File: config.mk
export PLATFORM = sky130hd
export DESIGN_NAME = loop_buffer_sync_mblk
export DESIGN_NICKNAME = d
export VERILOG_FILES = /design/src/rtl/loop_buffer_sync_mblk.sv
export SDC_FILE = /design/constraint.sdc
export NUM_CORES = 2
export LEC_CHECK = 0
export ABC_AREA = 0
export BUFFER_PORTS_ARGS = -buffer_cell sky130_fd_sc_hd__buf_2
export CORE_AREA = 2 2 552 554
export CTS_CLUSTER_DIAMETER = 100
export DETAILED_ROUTE_END_ITERATION = 8
export DIE_AREA = 0 0 554 556
export PLACE_DENSITY = 0.71
export SLEW_MARGIN = 25
export SYNTH_ARGS = -nofsm -noshare
export SYNTH_HDL_FRONTEND = slang
export SYNTH_MEMORY_MAX_BITS = 65536
export SYNTH_SLANG_ARGS = --single-unit
File: constraint.sdc
create_clock -name clk -period 5.15 [get_ports clk]
set_input_delay 0 -clock clk [delete_from_list [all_inputs] [get_ports clk]]
set_output_delay 0 -clock clk [all_outputs]
set_load 0.1 [all_outputs]
File: src/rtl/loop_buffer_sync_mblk.sv
// Single-clock, block-granular loop buffer: the producer commits fixed-size blocks, the consumer reads and releases them.
// Optional statistics outputs (ovf_cnt, udf_cnt, max_used) are enabled by defining LOOP_BUF_STATS_EN.

module loop_buffer_sync_mblk #(
    parameter int DATA_WIDTH   = 64,
    parameter int ADDR_WIDTH   = 4,
    parameter int LOOP_WIDTH   = 6,
    parameter int INFO_WIDTH   = 32,
    parameter int READ_LATENCY = 2,
    parameter int AFULL_THRESH = 1
) (
    input  logic                             clk,
    input  logic                             rst,

    input  logic [ADDR_WIDTH-1:0]            wr_addr,
    input  logic [DATA_WIDTH-1:0]            wr_data,
    input  logic                             wr_wen,
    input  logic                             wr_wlast,
    input  logic [INFO_WIDTH-1:0]            wr_info,
    output logic                             wr_rdy,
    output logic [LOOP_WIDTH-ADDR_WIDTH:0]   free_size,
    output logic                             almost_full,

    input  logic [ADDR_WIDTH-1:0]            rd_addr,
    input  logic                             rd_ren,
    output logic [DATA_WIDTH-1:0]            rd_data,
    output logic                             rd_dvld,
    output logic                             rd_vld,
    output logic [INFO_WIDTH-1:0]            rd_info,
    input  logic                             rd_rdy,

`ifdef LOOP_BUF_STATS_EN
    output logic [15:0]                      ovf_cnt,
    output logic [15:0]                      udf_cnt,
    output logic [LOOP_WIDTH-ADDR_WIDTH:0]   max_used,
`endif
    output logic                             ovf
);

    localparam int BLK_W   = LOOP_WIDTH - ADDR_WIDTH;
    localparam int FS_W    = BLK_W + 1;
    localparam int NUM_BLK = 1 << BLK_W;
    localparam int DEPTH   = 1 << LOOP_WIDTH;

    localparam logic [FS_W-1:0] NUM_BLK_FS = {1'b1, {BLK_W{1'b0}}};
    localparam logic [31:0]     AFULL_U    = 32'(AFULL_THRESH);

    generate
        if (READ_LATENCY < 1 || READ_LATENCY > 4) begin : g_bad_latency
            $error("loop_buffer_sync_mblk: READ_LATENCY must be within 1..4");
        end
    endgenerate

    logic [BLK_W-1:0]      wbadr;
    logic [BLK_W-1:0]      rbadr;
    logic                  full;
    logic                  empty;
    logic                  do_commit;
    logic                  do_release;
    logic [FS_W-1:0]       free_next;

    logic [DATA_WIDTH-1:0] mem      [DEPTH];
    logic [INFO_WIDTH-1:0] info_mem [NUM_BLK];

    logic [DATA_WIDTH-1:0]   d_pipe [READ_LATENCY];
    logic [READ_LATENCY-1:0] v_pipe;

    // Flags come only from registered state, so no input reaches them combinationally.
    assign full        = (free_size == '0);
    assign empty       = (free_size == NUM_BLK_FS);
    assign wr_rdy      = !full;
    assign rd_vld      = !empty;
    assign almost_full = (32'(free_size) <= AFULL_U);

    // NOTE: every variable driven here gets a default first, so no path leaves it unassigned and no latch is inferred.
    always_comb begin
        do_commit  = wr_wlast && !full;
        do_release = rd_rdy && !empty;
        free_next  = free_size;
        unique case ({do_commit, do_release})
            2'b10:   free_next = free_size - 1'b1;
            2'b01:   free_next = free_size + 1'b1;
            default: free_next = free_size;
        endcase
    end

    // NOTE: sequential state uses non-blocking assignments so every register samples pre-edge values.
    always_ff @(posedge clk or posedge rst) begin
        if (rst) begin
            wbadr     <= '0;
            rbadr     <= '0;
            free_size <= NUM_BLK_FS;
            ovf       <= 1'b0;
        end else begin
            free_size <= free_next;
            if (do_commit) begin
                wbadr <= wbadr + 1'b1;
            end
            if (do_release) begin
                rbadr <= rbadr + 1'b1;
            end
            if (wr_wlast && full) begin
                ovf <= 1'b1;
            end
        end
    end

    // NOTE: the data and info arrays carry no reset; their contents are meaningless until a block is committed.
    always_ff @(posedge clk) begin
        if (wr_wen && !full) begin
            mem[{wbadr, wr_addr}] <= wr_data;
        end
        if (do_commit) begin
            info_mem[wbadr] <= wr_info;
        end
    end

    // Sideband reads as zero while nothing is committed, which also gives the zero reset value.
    assign rd_info = rd_vld ? info_mem[rbadr] : '0;

    // Stage 0 samples the array before any same-edge write lands, making the memory read-first.
    always_ff @(posedge clk or posedge rst) begin
        if (rst) begin
            v_pipe <= '0;
            for (int i = 0; i < READ_LATENCY; i++) begin
                d_pipe[i] <= '0;
            end
        end else begin
            v_pipe[0] <= rd_ren;
            if (rd_ren) begin
                d_pipe[0] <= mem[{rbadr, rd_addr}];
            end
            for (int i = 1; i < READ_LATENCY; i++) begin
                v_pipe[i] <= v_pipe[i-1];
                d_pipe[i] <= d_pipe[i-1];
            end
        end
    end

    assign rd_data = d_pipe[READ_LATENCY-1];
    assign rd_dvld = v_pipe[READ_LATENCY-1];

`ifdef LOOP_BUF_STATS_EN
    logic [FS_W-1:0] used_next;

    assign used_next = NUM_BLK_FS - free_next;

    always_ff @(posedge clk or posedge rst) begin
        if (rst) begin
            ovf_cnt  <= '0;
            udf_cnt  <= '0;
            max_used <= '0;
        end else begin
            if (wr_wlast && full && ovf_cnt != 16'hFFFF) begin
                ovf_cnt <= ovf_cnt + 16'd1;
            end
            if (rd_rdy && empty && udf_cnt != 16'hFFFF) begin
                udf_cnt <= udf_cnt + 16'd1;
            end
            if (used_next > max_used) begin
                max_used <= used_next;
            end
        end
    end
`endif

endmodule

==> results.py <==
metrics = {
    "finish": {
        "finish.utilization_pct": 62.2,
        "seq_area_um2": 130000,
        "area_growth_pct": 13.4,
        "drive_above_1_share_pct": 22.3,
        "fin_area_um2": 188000,
        "fin_cells": 12800,
        "multi_input_area_um2": 33100,
        "num-fill-cells": 19900,
        "final_nets": 8523,
    },
    "synthesis": {
        "ys_warn_count": 0,
        "synth_seq_cells": 4362,
        "yosysTopAreaCell": "edfxtp_1",
        "synth_top_area_share_pct": 76.6,
        "synth.net_count": 8010,
        "synth_cells": 7891,
        "synth_common_cells": "edfxtp_1 (4,224), mux4_2 (736), mux2i_1 (520)",
        "post-synth-top-count-cell": "edfxtp_1",
        "synth.avg_cell_area_um2": 21.0,
        "ys.flop_type": "edfxtp_1",
        "synth-edff-count": 4224,
        "ys_seq_area_share_pct": 78.7,
        "synthArstFlopShare_pct": 3.16,
        "ys_top_cells_by_area": "edfxtp_1 (77%), mux4_2 (10%), mux2i_1 (3.1%), dfrtp_1 (2.1%), a22oi_1 (1.2%)",
        "syn_area_um2": 165000,
        "yosysUniqueCellTypes": 43,
    },
    "setup_path": {
        "worstPathMaxFanout": 18,
        "arrival_ns": 4.37,
        "startpoint_type": "flop",
        "crit_required_ns": 5.79,
        "crit_type": "flop to flop",
        "end_kind": "flop",
    },
    "timing": {
        "rsz0062_at_grt": "false",
        "period_needed_ns": 3.73,
        "maxSlewHeadroom_pct": 29.6,
        "hold_viol_final": 0,
        "setup_violations": 0,
        "timing.fmax_mhz": 268,
        "tns_ns": 0,
        "fin_crit_sh_pct": 72.4,
        "maxSlewViolCount": 0,
        "finClkSkew_ns": 0.0767,
        "tightest_slew_ns": 1.05,
    },
    "floorplanning": {
        "io_pins": 214,
        "dieArea_um2": 308000,
        "rows": 202,
        "core_area_um2": 302000,
        "die_x_um": 554,
        "start_util_pct": 54.8,
        "fp.dieH_um": 556,
    },
    "cts": {
        "clk-insertion-delay-late_ns": 1.00,
        "root_buffer": "clkbuf_16",
        "clkTransAtPathRegs_ns": 0.06,
        "clock-sinks": 4362,
        "cts_buffer_depth": 4,
        "cts_inserted_buffers": 424,
        "htreeDepth": 5,
        "cts_tree": "built",
        "cts-resized-gates": 0,
    },
    "power": {
        "power.total_uw": 81700,
        "power_density_nw_per_um2": 435,
        "power.leakage_uw": 0.0609,
        "p_sw_uw": 21500,
        "sw_frac_of_total_pct": 26.3,
        "power.share.sequential_pct": 50.0,
        "clkPwrFrac_pct": 38.0,
        "p_int_uw": 60200,
        "pwr-share-comb_pct": 12.0,
        "vdd_drop_max_v": 0.000439,
    },
    "drt": {
        "drt.antenna.violating_nets": 0,
        "dr_total_vias": 83800,
        "drc": 0,
        "drt_pass1_iterations": 6,
        "wire_per_inst_um": 33.4,
        "via_per_inst": 6.57,
        "wirelength_um": 426000,
        "first_iter_violations": 11300,
    },
    "global_route": {
        "grt-ovfl-total": 0,
        "antenna_found_initial": 24,
        "groute.usage.overall_pct": 27.6,
        "grt_pass1_wl_um": 607000,
        "grt_pass1_vias": 84200,
        "grt_max_degree": 103,
    },
    "place": {
        "post_dp_cell_area_um2": 172000,
        "hpwl_um": 232000,
        "place_inst": 11800,
        "io_buffers": 213,
        "gp_congestion": 0.827,
    },
    "run": {
        "maxCapViolCount": 0,
    },
    "hold_path": {
        "min_path_type": "primary input to flop",
    },
    "outcome": {
        "status": "completed",
    },
}
==> worst paths after layout <==
| check | to | cells after the start | slack (ns) | startpoint |
|---|---|---|---|---|
| worst max-delay path | mem[49][27] | 8 | 1.42 | free_size[0] |
| worst min-delay path | mem[10][10] | 2 | 0.09 | wr_data[10] |
| worst max register to register | mem[49][27] | 8 | 1.42 | free_size[0] |
| worst min register to register | v_pipe[1] | 0 | 0.35 | v_pipe[0] |
| max in group asynchronous | d_pipe[112] | 5 | 3.74 | rst |
| min in group asynchronous | rd_data[17] | 4 | 0.22 | rst |
==> cells by family after synthesis <==
| family | after synthesis | synth area share (%) |
|---|---|---|
| muxes | 1314 | 13.6 |
| AOI/OAI and AO/OA | 842 | 3.41 |
| and+or+nand+nor | 846 | 2.53 |
| DFF | 4362 | 78.7 |
| adders and majority gates | 9 | 0.0680 |
| xor gates and xnor gates | 6 | 0.0318 |
| buffers and inverters | 512 | 1.67 |
==> layout by cell type (no fill, tap or decap), drive strengths merged, types with 164 or more instances in the layout <==
| master | count |
|---|---|
| clkbuf | 561 |
| buf | 454 |
| mux2i | 520 |
| mux4 | 736 |
| edfxtp | 4224 |
| a21oi | 186 |
| nor2 | 262 |
| clkinv | 164 |
| o22ai | 192 |
| a22oi | 256 |
| nand2 | 194 |
| nor2b | 188 |
==> cell type report <==
class | count | area share (%)
clock inverters | 233 | 1.41
inverters | 6 | 0.0160
flip-flops and latches | 4362 | 69.4
diodes | 15 | 0.0200
clock buffers | 561 | 6.10
repair buffers | 593 | 2.78
multi-input cells | 3017 | 17.6
well taps | 3978 | 2.65
==> per-layer routing <==
layer	vias to the layer above	GRT usage [%]	wire length, µm
met5	-	0	54
met4	10	10.5	17900
met3	843	4.61	41300
met2	4904	44.7	208000
met1	44400	38.1	160000
li1	33700	-	-
==> flip-flops by register name, summed over array words and instances, names as in the netlist <==
register,cells
d_pipe,64
free_size,3
info_mem,128
mem,4096
ovf,1
rbadr,2
rd_data,64
v_pipe,2
wbadr,2
==> through the flow <==
step                worst slack, ns  hold slack, ns
floorplan                     -1.00          0.0314
global placement               1.44           0.119
detailed placement             1.46           0.121
CTS                            1.46          0.0167
global route                   1.31          0.0657
finish                         1.42          0.0870
==> critical path: stages (launching register included) <==
cell and delay [ns]:
dfrtp_1 0.43, inv_1 0.11, ha_1 0.24, nand2b_1 0.41, nand2_1 0.14, nor2_1 0.30
nand2_1 0.51, nor2_4 0.79, buf_4 0.44
==> power groups by stage <==
stage	combinational [µW]	clock (µW)	sequential, µW
after floorplan	6880	0	41200
after global placement	9550	0	41500
after detailed placement	9680	0	41600
after CTS	9800	31300	40900
after global routing	10200	32700	40900
final	9840	31000	40800
==> what timing repair did <==
action | in CTS | in global routing
endpoints found under the hold margin | 4527 | 0
buffers inserted | 0 | 0
hold buffers | 139 | 0
(Power assumes the default switching activity.)
